<file path="config.mk">
export PLATFORM = sky130hd
export DESIGN_NAME = bcd_donusturucu
export DESIGN_NICKNAME = d
export VERILOG_FILES = /design/src/rtl/bcd_donusturucu_pkg.sv /design/src/rtl/bcd_add3.sv /design/src/rtl/bcd_donusturucu.sv
export SDC_FILE = /design/constraint.sdc
export NUM_CORES = 1
export LEC_CHECK = 0
export BUFFER_PORTS_ARGS = -buffer_cell sky130_fd_sc_hd__buf_2
export CAP_MARGIN = 20
export CORE_ASPECT_RATIO = 1.25
export CORE_UTILIZATION = 50
export DETAILED_ROUTE_END_ITERATION = 7
export GPL_ROUTABILITY_DRIVEN = 0
export PLACE_DENSITY = 0.83
export REMOVE_ABC_BUFFERS = 1
export SYNTH_ARGS = -nofsm -noshare
export SYNTH_HDL_FRONTEND = slang
export SYNTH_HIERARCHICAL = 1
export SYNTH_SLANG_ARGS = --single-unit
export TNS_END_PERCENT = 50
</file>
<file path="constraint.sdc">
create_clock -name clk -period 2.7 [get_ports clk]
set_input_delay 0.54 -clock clk [delete_from_list [all_inputs] [get_ports clk]]
set_output_delay 0.54 -clock clk [all_outputs]
set_load 0.03 [all_outputs]
</file>
<file path="src/rtl/bcd_donusturucu_pkg.sv">
// rtl/bcd_donusturucu_pkg.sv - shared constants, FSM encoding and blank-mask helper
//
// Contents:
//   GIRIS_W       width of the binary input (32)
//   BASAMAK       number of BCD digits (10)
//   SONUC_W       packed BCD result width (40)
//   SAYAC_W       iteration counter width
//   SON_ADIM      counter value of the final shift cycle
//   TASMA_DESENI  result pattern shown on upstream overflow (all F)
//   durum_t       FSM states BOSTA / KAYDIR / BITTI
//   bos_maskesi() leading-zero blank mask of a packed BCD value
package bcd_donusturucu_pkg;

    localparam int GIRIS_W  = 32;
    localparam int BASAMAK  = 10;
    localparam int SONUC_W  = 4 * BASAMAK;
    localparam int SAYAC_W  = $clog2(GIRIS_W);

    localparam logic [SAYAC_W-1:0] SON_ADIM     = SAYAC_W'(GIRIS_W - 1);
    localparam logic [SONUC_W-1:0] TASMA_DESENI = {SONUC_W{1'b1}};

    typedef enum logic [1:0] {
        BOSTA  = 2'd0,
        KAYDIR = 2'd1,
        BITTI  = 2'd2
    } durum_t;

    // Digit i (i >= 1) is blanked when it and every higher digit are zero.
    // Digit 0 is never blanked so a zero value still shows a single "0".
    function automatic logic [BASAMAK-1:0] bos_maskesi(input logic [SONUC_W-1:0] bcd);
        logic [BASAMAK-1:0] maske;
        logic               ust_sifir;
        maske     = '0;
        ust_sifir = 1'b1;
        for (int i = BASAMAK - 1; i >= 1; i--) begin
            ust_sifir = ust_sifir & (bcd[4*i +: 4] == 4'd0);
            maske[i]  = ust_sifir;
        end
        return maske;
    endfunction

endpackage

</file>
<file path="src/rtl/bcd_add3.sv">
// rtl/bcd_add3.sv - double-dabble per-digit conditional add-3
//
// Ports:
//   basamak_in   [3:0]  scratch BCD digit before correction
//   basamak_out  [3:0]  digit + 3 when digit >= 5, else unchanged
module bcd_add3 (
    input  logic [3:0] basamak_in,
    output logic [3:0] basamak_out
);

    // A digit >= 5 would become >= 10 after the following left shift;
    // adding 3 first makes that shift carry cleanly into the next digit.
    assign basamak_out = (basamak_in >= 4'd5) ? (basamak_in + 4'd3) : basamak_in;

endmodule

</file>
<file path="src/rtl/bcd_donusturucu.sv">
// rtl/bcd_donusturucu.sv - 32-bit binary to 10-digit packed BCD converter (shift-add-3)
//
// Ports:
//   clk      in   1   rising-edge clock
//   rst      in   1   synchronous active-high reset
//   sayi     in   32  unsigned binary input
//   gecerli  in   1   input strobe, sayi/tasma valid this cycle
//   tasma    in   1   upstream overflow flag, sampled with gecerli
//   sonuc    out  40  packed BCD result, [3:0] = units
//   bos      out  10  per-digit blank mask for the display driver
//   hazir    out  1   one-cycle pulse: sonuc/bos/hata updated
//   mesgul   out  1   conversion in progress, new strobes are ignored
//   hata     out  1   last accepted input carried tasma
//
// Build option: LEADING_ZERO_BLANK_EN enables leading-zero blanking on bos;
// without it bos is tied to zero.
module bcd_donusturucu
    import bcd_donusturucu_pkg::*;
(
    input  logic         clk,
    input  logic         rst,
    input  logic [31:0]  sayi,
    input  logic         gecerli,
    input  logic         tasma,
    output logic [39:0]  sonuc,
    output logic [9:0]   bos,
    output logic         hazir,
    output logic         mesgul,
    output logic         hata
);

    durum_t               durum;
    durum_t               sonraki_durum;
    logic [GIRIS_W-1:0]   kaydirici;
    logic [SONUC_W-1:0]   karalama;
    logic [SAYAC_W-1:0]   sayac;
    logic [SONUC_W-1:0]   sonuc_r;
    logic                 hata_r;

    logic [SONUC_W-1:0]   duzeltilmis;
    logic [SONUC_W-1:0]   yeni_karalama;
    logic [GIRIS_W-1:0]   yeni_kaydirici;

    // Ten parallel add-3 correctors, one per scratch digit.
    for (genvar g = 0; g < BASAMAK; g++) begin : g_add3
        bcd_add3 u_add3 (
            .basamak_in  (karalama[4*g +: 4]),
            .basamak_out (duzeltilmis[4*g +: 4])
        );
    end

    // {scratch, shift} shifted left by one after correction.
    assign yeni_karalama  = {duzeltilmis[SONUC_W-2:0], kaydirici[GIRIS_W-1]};
    assign yeni_kaydirici = {kaydirici[GIRIS_W-2:0], 1'b0};

    // State register.
    always_ff @(posedge clk) begin
        if (rst) begin
            durum <= BOSTA;
        end else begin
            durum <= sonraki_durum;
        end
    end

    // Next-state logic.
    always_comb begin
        sonraki_durum = durum;
        case (durum)
            BOSTA: begin
                if (gecerli) begin
                    sonraki_durum = tasma ? BITTI : KAYDIR;
                end
            end
            KAYDIR: begin
                if (sayac == SON_ADIM) begin
                    sonraki_durum = BITTI;
                end
            end
            BITTI:   sonraki_durum = BOSTA;
            default: sonraki_durum = BOSTA;
        endcase
    end

    // Output logic.
    always_comb begin
        hazir  = (durum == BITTI);
        mesgul = (durum != BOSTA);
    end

    // Datapath: load, iterate, and capture the result on the last shift.
    always_ff @(posedge clk) begin
        if (rst) begin
            kaydirici <= '0;
            karalama  <= '0;
            sayac     <= '0;
            sonuc_r   <= '0;
            hata_r    <= 1'b0;
        end else begin
            case (durum)
                BOSTA: begin
                    if (gecerli && !tasma) begin
                        kaydirici <= sayi;
                        karalama  <= '0;
                        sayac     <= '0;
                    end else if (gecerli && tasma) begin
                        sonuc_r <= TASMA_DESENI;
                        hata_r  <= 1'b1;
                    end
                end
                KAYDIR: begin
                    kaydirici <= yeni_kaydirici;
                    karalama  <= yeni_karalama;
                    sayac     <= sayac + 1'b1;
                    if (sayac == SON_ADIM) begin
                        sonuc_r <= yeni_karalama;
                        hata_r  <= 1'b0;
                    end
                end
                default: ;
            endcase
        end
    end

    assign sonuc = sonuc_r;
    assign hata  = hata_r;

`ifdef LEADING_ZERO_BLANK_EN
    logic [BASAMAK-1:0] bos_r;

    always_ff @(posedge clk) begin
        if (rst) begin
            bos_r <= '0;
        end else if (durum == BOSTA && gecerli && tasma) begin
            bos_r <= '0;
        end else if (durum == KAYDIR && sayac == SON_ADIM) begin
            bos_r <= bos_maskesi(yeni_karalama);
        end
    end

    assign bos = bos_r;
`else
    assign bos = '0;
`endif

endmodule

</file>
# Word level (Yosys, flattened, before mapping)
# Cells that the tools add are included.
totals:
  ff_bits: 120
  input_bits: 36
  out_inout_bits: 53
  word_cells: 72
classes:
  addsub: 11
  n_lt_le_gt_ge: 10
  eq_ne: 8
  muxes: 28
  n_reduce_logical: 9
ops:
  columns: ["cell", "n"]
  rows:
  - ["2-to-1 mux 40 bit", 4]
  - ["one-hot mux 40 bit (2 select lines)", 2]
  - ["one-hot mux 32 bit (2 select lines)", 1]
  - [">= comparator 4 x 3 -> 1 bit (second input constant)", 10]
  - ["adder 4 x 2 -> 4 bit (second input constant)", 9]
  - ["2-to-1 mux 4 bit", 9]
  - ["2-to-1 mux 32 bit", 1]
  - ["!= test 2 bit (second input constant)", 5]
  - ["one-hot mux 5 bit (2 select lines)", 1]
  - ["2-to-1 mux 2 bit", 3]
  - ["adder 5 x 1 -> 5 bit (second input constant)", 1]
  - ["== test 5 bit (second input constant)", 1]
  - ["2-to-1 mux 5 bit", 1]
  - ["one-hot mux 2 bit (2 select lines)", 1]
  - ["AND reduction 2 bit", 2]
  - ["AND reduction 4 bit", 1]
  - ["nonzero test 2 bit", 2]
  - ["adder 3 x 2 -> 3 bit (second input constant)", 1]
  - ["2-to-1 mux 1 bit", 3]
  - ["2-to-1 mux 3 bit", 1]
  - ["== test 2 x 1 -> 1 bit (second input constant)", 1]
  - ["== test 2 bit (second input constant)", 1]
  - ["logical AND 1 bit", 2]
  - ["zero test 2 bit", 1]
  - ["2 further kinds", 2]

# Logic depth before layout (Yosys ltp)
# Gate-level depths: netlist of run 1.
logic_depth:
  word_depth: 4
  ltp_mapped: 7
  depth_no_buf: 6

# Hierarchy
# The synthesis of run 1 kept the hierarchy.
modules_own_cells:
  columns: ["mod", "instances", "cells_per_inst", "area_per_inst_um2", "seq_area_each_um2"]
  rows:
  - ["bcd_donusturucu", 1, 418, 4744.6, 2402.3]
  - ["bcd_add3", 10, 16, 101.3, 0.0]

# Worst setup path before layout of run 1
# OpenSTA, ideal clock, no wires.
synth_timing:
  path_kind: "register -> output"
  from: "reg durum[1]"
  to: "out hazir"
  t_arrival_ns: 1.209
  required_ns: 2.160
  slack_ns: 0.951
  stages_incl_launch_ff: 4
  path_buffers: 2
  path_cell_list: "dfxtp_1 -> buf_2 -> buf_2 -> nor2b_1"
synth_via:
  elab_chain_cells: 1
synth_lines:
  columns: ["item", "line_no", "text"]
  rows:
  - ["start, declared", "bcd_donusturucu.sv:32", "durum_t durum;"]
  - ["start signal, assigned", "bcd_donusturucu.sv:61", "durum <= sonraki_durum;"]
  - ["== test 2 bit", "bcd_donusturucu.sv:86", "hazir = (durum == BITTI);"]
  - ["end, declared", "bcd_donusturucu.sv:27", "output logic hazir,"]
# Every way passes these cells.

# Worst setup path after layout of run 1
# Ends and elaborated chain as after synthesis.

==> results summary, run 1 <==
The flow ran to the end, but the final reports show violations. The checks that failed: design-rule violations. The worst register-to-register path begins at durum[0]$_SDFFE_PP0P_. The routed length per instance came out at 15.8 um. The first element of the critical path is durum[1]$_SDFFE_PP0P_. The relative contribution of combinational cells to total power is 9.8%. The core outline area is 0.0111 mm2. Clock tree synthesis inserted a total of 17 buffers. CTS placed an instance of sky130_fd_sc_hd__clkbuf_16 at the clock tree root. The hold buffer count at CTS came out at 0. The total overflow left after global routing is 0.

The critical path arrival came out at 1840 ps. The number of detailed-routing iterations run before antenna repair is 7. The detail route stage leaves a number of antenna-violating nets equal to 0.

In this run the most critical hold path is launched from sayi[8]. The count of instances resized after the clock tree is built came out at 0. The worst setup slack before clock tree synthesis came out at 594 ps. The normalized max-slew margin is 27.4%. The proportion of power drawn by the clock network is 51.7%. The minimum clock period is 2380 ps. A synthesized cell averages 10.0 um2. The number of filler cells placed in the layout came out at 895. Setup repair after global routing left no endpoint under its margin.

The share of the clock period used by the worst path came out at 88.0%. The clock skew after layout is 10.7 ps. After the first detailed-routing iteration, the DRC count stood at 236. The clock latency of the later-clocked register in the worst-skew pair is 410 ps. The fraction of power spent switching nets is 24.1%. The area overhead of the layout relative to synthesis is 17.9%. The number of top-level pins is 89.

For this configuration, the core starts out at a cell density of 51.5%. The slew at the pin closest to its max-slew limit is 1090 ps. The peak ir drop on the vdd network is 413 uV. The aggregate global-route resource usage is 21.9%. During placement, the flow inserted port buffers numbering 78.

Entering global routing, the biggest net connects 46 pins. The setup slack of the critical path after layout came out at 325 ps. The cell internal power dissipation is 3.82 mW. The final number of hold-violating endpoints is 0. The floorplan step set the die height to 122 um. The first global-routing pass estimated 21200 um of wire. Derived from the worst setup path, the maximum achievable clock frequency is 421 MHz. The register clock-pin slew on the reported worst setup and hold paths is 60 ps.

The total of max-cap violations is 0. The clock net sink count is 120. The number of instances in the synthesized netlist came out at 574. Summed over all nets, the half-perimeter wirelength after detailed placement is 7870 um.

The detailed-route vias per instance is 5.91. The maximum clock insertion buffer count came out at 2. The final total power is 5.04 mW. Setup violations remaining at the end of the flow were counted as 0. The number of global-route vias before repair is 4630. The final routed DRC violation total came out at 14.

The required time of the worst setup path came out at 2160 ps. The static leakage came out at 3.01 nW. The initialized floorplan defines 43 standard-cell rows.

The power density over the cells came out at 745 mW/mm2. The total routed wirelength came out at 12400 um. The floorplan die area came out at 0.0119 mm2. The cell area that synthesis handed to floorplanning was 0.00574 mm2. The vias after detailed routing came out at 4628.

The total count of max-transition violations in the final report is 0. During synthesis, Yosys emitted a total of 6 warnings. The critical path is of the flip-flop to output pin type. The repair_antennas step left the layout with diodes totalling 0. The min-delay analysis places its worst path in the category input pin to flip-flop. TritonCTS built the clock tree. STA classifies the critical path startpoint as a flip-flop. The number of antenna violations at the first check in global routing is 0. The net load switching power came out at 1.22 mW. The number of H-tree levels is 4.

The worst setup path is captured at an output pin. In this run the worst path has a maximum fanout of 25. The post-CTS repair timing setup buffer count is 0.

The part of the power in registers is 38.4%. The final layout net count came out at 693. The share of cells above drive strength 1 came out at 26.9%. In the final layout, the multi-input gates occupy 0.00295 mm2. Across the whole layout, storage elements account for 0.00240 mm2. The horizontal extent of the die came out at 97.8 um.
## layout by cell type, fill, tap and decap left out, types with 2 or more instances in the layout
cell and n:
sky130_fd_sc_hd__inv_6 2, sky130_fd_sc_hd__dfxtp_1 120, sky130_fd_sc_hd__a21oi_2 11, sky130_fd_sc_hd__inv_2 2
sky130_fd_sc_hd__clkinvlp_4 2, sky130_fd_sc_hd__mux2i_1 42, sky130_fd_sc_hd__clkbuf_16 17, sky130_fd_sc_hd__o311ai_0 17
sky130_fd_sc_hd__buf_4 8, sky130_fd_sc_hd__nor3_1 2, sky130_fd_sc_hd__a22o_1 44, sky130_fd_sc_hd__o221a_1 2
sky130_fd_sc_hd__xnor2_1 11, sky130_fd_sc_hd__conb_1 10, sky130_fd_sc_hd__inv_1 21, sky130_fd_sc_hd__bufinv_16 6
sky130_fd_sc_hd__o21ai_1 9, sky130_fd_sc_hd__o21ai_0 9, sky130_fd_sc_hd__nor2b_1 3, sky130_fd_sc_hd__buf_2 78
sky130_fd_sc_hd__a21oi_1 31, sky130_fd_sc_hd__ha_1 22, sky130_fd_sc_hd__o221a_2 38, sky130_fd_sc_hd__o311ai_1 14
sky130_fd_sc_hd__nand3_1 3, sky130_fd_sc_hd__clkinv_4 3, sky130_fd_sc_hd__nand2b_1 51, sky130_fd_sc_hd__nor2_1 13
sky130_fd_sc_hd__nand2_1 43
## layout make-up
type,instances,area share (%)
Inverter,23,1.28
Sequential cell,120,35.5
Clock buffer,18,6.49
Clock inverter,14,3.61
Timing Repair Buffer,87,6.96
Tap cell,135,2.50
Multi-Input combinational cell,386,43.7
## metal layers
metal | part of all wire (%) | vias up | track usage (%)
li1 | - | 2229 | -
met1 | 43 | 2233 | 24.7
met2 | 50 | 149 | 39.5
met3 | 6.0 | 17 | 6.37
met4 | 1.2 | 0 | 7.10
met5 | 0 | - | 0
## critical path: stages (launching register included)
cell and delay (ps):
sky130_fd_sc_hd__dfxtp_1 670, sky130_fd_sc_hd__buf_4 380, sky130_fd_sc_hd__nor2b_1 170, sky130_fd_sc_hd__buf_2 200
## registers in the layout, indices dropped and copies added, names as in the netlist
register	cells
sayac	5
kaydirici	32
durum	2
hata	1
karalama	40
sonuc	40
## worst paths after layout
check                         endpoint  cells past startpoint  slack (ps)
max                              hazir                      3         320
min          kaydirici[8]$_SDFFE_PP0P_                      3         420
min reg2reg      sayac[4]$_SDFFE_PP0P_                      1         500
max reg2reg     sonuc[26]$_SDFFE_PP0P_                      4         570
## power groups by stage
stage          clock network (mW)  registers, mW  logic, mW
6_report                     2.61           1.94      0.496
3_5_place_dp                    0           1.97      0.496
3_3_place_gp                    0           1.97      0.484
5_1_grt                      2.72           1.95      0.535
2_1_floorplan                   0           2.05      0.252
4_1_cts                      2.63           1.94      0.498
## metrics by stage
step	hold WS [ps]	util, %	setup TNS (ps)	area [um2]	std cells
2_1_floorplan	449	-	-43800	5430	529
3_3_place_gp	466	54.6	0	6080	751
3_5_place_dp	479	54.6	0	6080	751
4_1_cts	415	60.7	0	6760	783
5_1_grt	425	60.7	0	6760	783
6_report	424	60.7	0	6760	783
Note: power is estimated with default switching activity, not from simulation.
==> inputs of run 2 (changes only) <==
CORE_UTILIZATION = 56   (was 50)
PLACE_DENSITY = 0.9   (was 0.83)
==> run 2 against run 1 <==
  * The run now ends clean
  * Fmax grew 16%
  * Via count grew 1.4%
  * Hold slack lost 1.2 ps
  * Critical path depth is the same
  * Sequential power is essentially flat
  * Largest cell class unchanged
  * Highest routed layer unchanged
==> results summary, run 2 (synthesis results as in run 1) <==
The flow ran to the end, and the final reports show no timing, DRC or antenna violations. The number of buffers added by the clock tree synthesis step came out at 17 (unchanged). The final standard cell area without fillers was 0.00673 mm2 (-0.50%). The critical path is of the flip-flop to output pin type. The static leakage is 3.00 nW (-0.23%). The vias after detailed routing came out at 4692 (+1.4%).

Setup repair after global routing left no endpoint under its margin. The placed instance area came out at 0.00608 mm2 (about the same). The power density over the cells was 720 mW/mm2 (-3.4%). The total routed wirelength came out at 12900 um (+4.5%). The hold buffer count at CTS came to 0 (unchanged). The detailed-route vias per instance came out at 6.04 (+2.2%).

The number of top-level pins came out at 89 (unchanged). The aggregate global-route resource usage came out at 24.8% (+3.0 points). The setup TNS after final layout is 0 ps (unchanged). The number of detailed-routing iterations run before antenna repair came out at 5 (-2). The setup slack of the critical path after layout is 650 ps (+325 ps). The area overhead of the layout relative to synthesis is 17.3%.

The final layout net count is 697 (+0.58%). The count of instances resized after the clock tree is built is 0 (unchanged). The final HPWL from detailed placement was 7910 um (+0.58%).

The peak ir drop on the vdd network was 399 uV (-3.2%). The required time of the worst setup path came to 2160 ps (about the same). The post-CTS repair timing setup buffer count was 0 (unchanged).

The cell internal power dissipation came out at 3.64 mW (-4.8%). The routed length per instance came to 16.7 um (+5.3%). The slew at the pin closest to its max-slew limit came to 754 ps (-331 ps). The net load switching power came out at 1.21 mW (-0.83%).

The delay of the slowest critical-path stage came to 370 ps (-300 ps). The family with the most delay on the worst path is buffers and inverters. The final number of hold-violating endpoints is 0 (unchanged). The internal reg-to-reg setup slack came out at 730 ps (+160 ps). The kind of start point of the critical path is a flip-flop. The number of global-route vias before repair came out at 4498 (-2.9%). The worst hold margin came out at 423 ps (-1.18 ps). The fraction of power spent switching nets came to 24.9% (+0.77 points).

The proportion of power drawn by the clock network is 49.6% (-2.1 points). The largest net degree at the start of global routing came out at 74 (+61%). The register clock-pin slew on the reported worst setup and hold paths is 50 ps (about the same).

The highest fanout seen on the critical path is 40 (+60%). The clock skew after layout is 8.62 ps (-2.07 ps). The total number of placement rows was 40 (-7.0%). The root buffer cell is sky130_fd_sc_hd__clkbuf_16. The DRC violation total after the first TritonRoute iteration is 268 (+14%). The die span in y came out at 115 um (-5.4%).

The part of the power in registers is 39.9% (+1.5 points). The relative contribution of combinational cells to total power came out at 10.5% (+0.7 points). The top cell types in the final layout, fill and taps aside, are sky130_fd_sc_hd__dfxtp_1, sky130_fd_sc_hd__buf_2, sky130_fd_sc_hd__nand2b_1. The clock net sink count is 120 (unchanged). The total of max-cap violations came out at 0 (unchanged). The share of the clock period used by the worst path came to 75.9% (-12 points). TritonCTS built the clock tree. The minimum clock period came out at 2050 ps (-325 ps). The total of buffers placed on input and output ports came out at 78 (unchanged).

The number of failing setup endpoints in the final timing report is 0 (unchanged). The worst setup slack before clock tree synthesis was 430 ps (-164 ps). The starting utilization of the core area is 58.5% (+7.0 points). The core outline area came out at 0.00981 mm2 (-12%). The number of antenna violations at the first check in global routing is 0 (unchanged). The final routed DRC violation total came to 0 (-14). The global-route wire length before repair is 21100 um (-0.29%). The tightest min-delay check is of the input pin to flip-flop type.

The critical path goes through buf_4, nor2b_1, buf_2. The clock latency of the later-clocked register in the worst-skew pair came out at 410 ps (about the same). The critical path arrival came out at 1510 ps (-330 ps).

The share of cells above drive strength 1 is 27.2% (+0.34 points). The element type at the critical path end is an output pin. The total inserted antenna cells came to 0 (unchanged). The buffer and inverter count on the worst path was 2 (unchanged). Leaving out fill and tap cells, the most frequent cell in the layout is sky130_fd_sc_hd__dfxtp_1. The total count of max-transition violations in the final report is 0 (unchanged). The horizontal extent of the die is 92.5 um (-5.4%). The normalized max-slew margin is 49.7% (+22 points). On the critical path, the stage with the largest delay is an instance of sky130_fd_sc_hd__buf_4. The antenna violation net count after detailed routing is 0 (unchanged). The end-of-flow core utilization is 68.6% (+7.9 points). The number of H-tree levels came to 4 (unchanged). The fmax is 488 MHz (+16%). The global route total overflow is 0 (unchanged). The floorplan die area is 0.0107 mm2 (-11%).

The maximum clock insertion buffer count was 2 (unchanged).
==> run 2: layout make-up <==
cell class,instances,area (um2)
Clock buffer,18,439
Sequential cell,120,2400
Tap cell,126,158
Timing Repair Buffer,91,504
Clock inverter,13,195
Multi-Input combinational cell,386,2950
Inverter,23,86.3
Fill cell,718,3080
==> run 2: power by group through the flow <==
stage / combinational (mW) / clock [mW] / sequential, mW
3_3_place_gp: 0.488 / 0 / 1.96
4_1_cts: 0.506 / 2.42 / 1.93
6_report: 0.509 / 2.40 / 1.93
3_5_place_dp: 0.501 / 0 / 1.97
2_1_floorplan: 0.252 / 0 / 2.05
5_1_grt: 0.544 / 2.52 / 1.94
==> run 2: tightest hold or removal path, cell delays in order <==
cell and delay [ps]:
sky130_fd_sc_hd__buf_2 70, sky130_fd_sc_hd__mux2i_1 50, sky130_fd_sc_hd__a21oi_1 130
==> run 2: metrics by stage <==
stage          cells  power (mW)
6_report         777        4.84
4_1_cts          776        4.85
3_3_place_gp     745        2.45
5_1_grt          777        5.01
2_1_floorplan    529        2.30
3_5_place_dp     745        2.47
==> run 2: final timing paths <==
| path | start | endpoint | cells past startpoint |
|---|---|---|---|
| min | sayi[24] | kaydirici[24]$_SDFFE_PP0P_ | 3 |
| max | durum[1]$_SDFFE_PP0P_ | hazir | 3 |
| max reg2reg | sayac[0]$_SDFFE_PP0P_ | sonuc[10]$_SDFFE_PP0P_ | 7 |
| min reg2reg | sayac[4]$_SDFFE_PP0P_ | sayac[4]$_SDFFE_PP0P_ | 1 |
==> run 2: layer usage <==
metal / vias up / part of all wire, % / global-route usage, %
li1: 2234 / - / -
met1: 2259 / 42 / 29.2
met2: 175 / 50 / 42.3
met3: 24 / 6.9 / 7.47
met4: 0 / 1.4 / 9.90
met5: - / 0 / 0
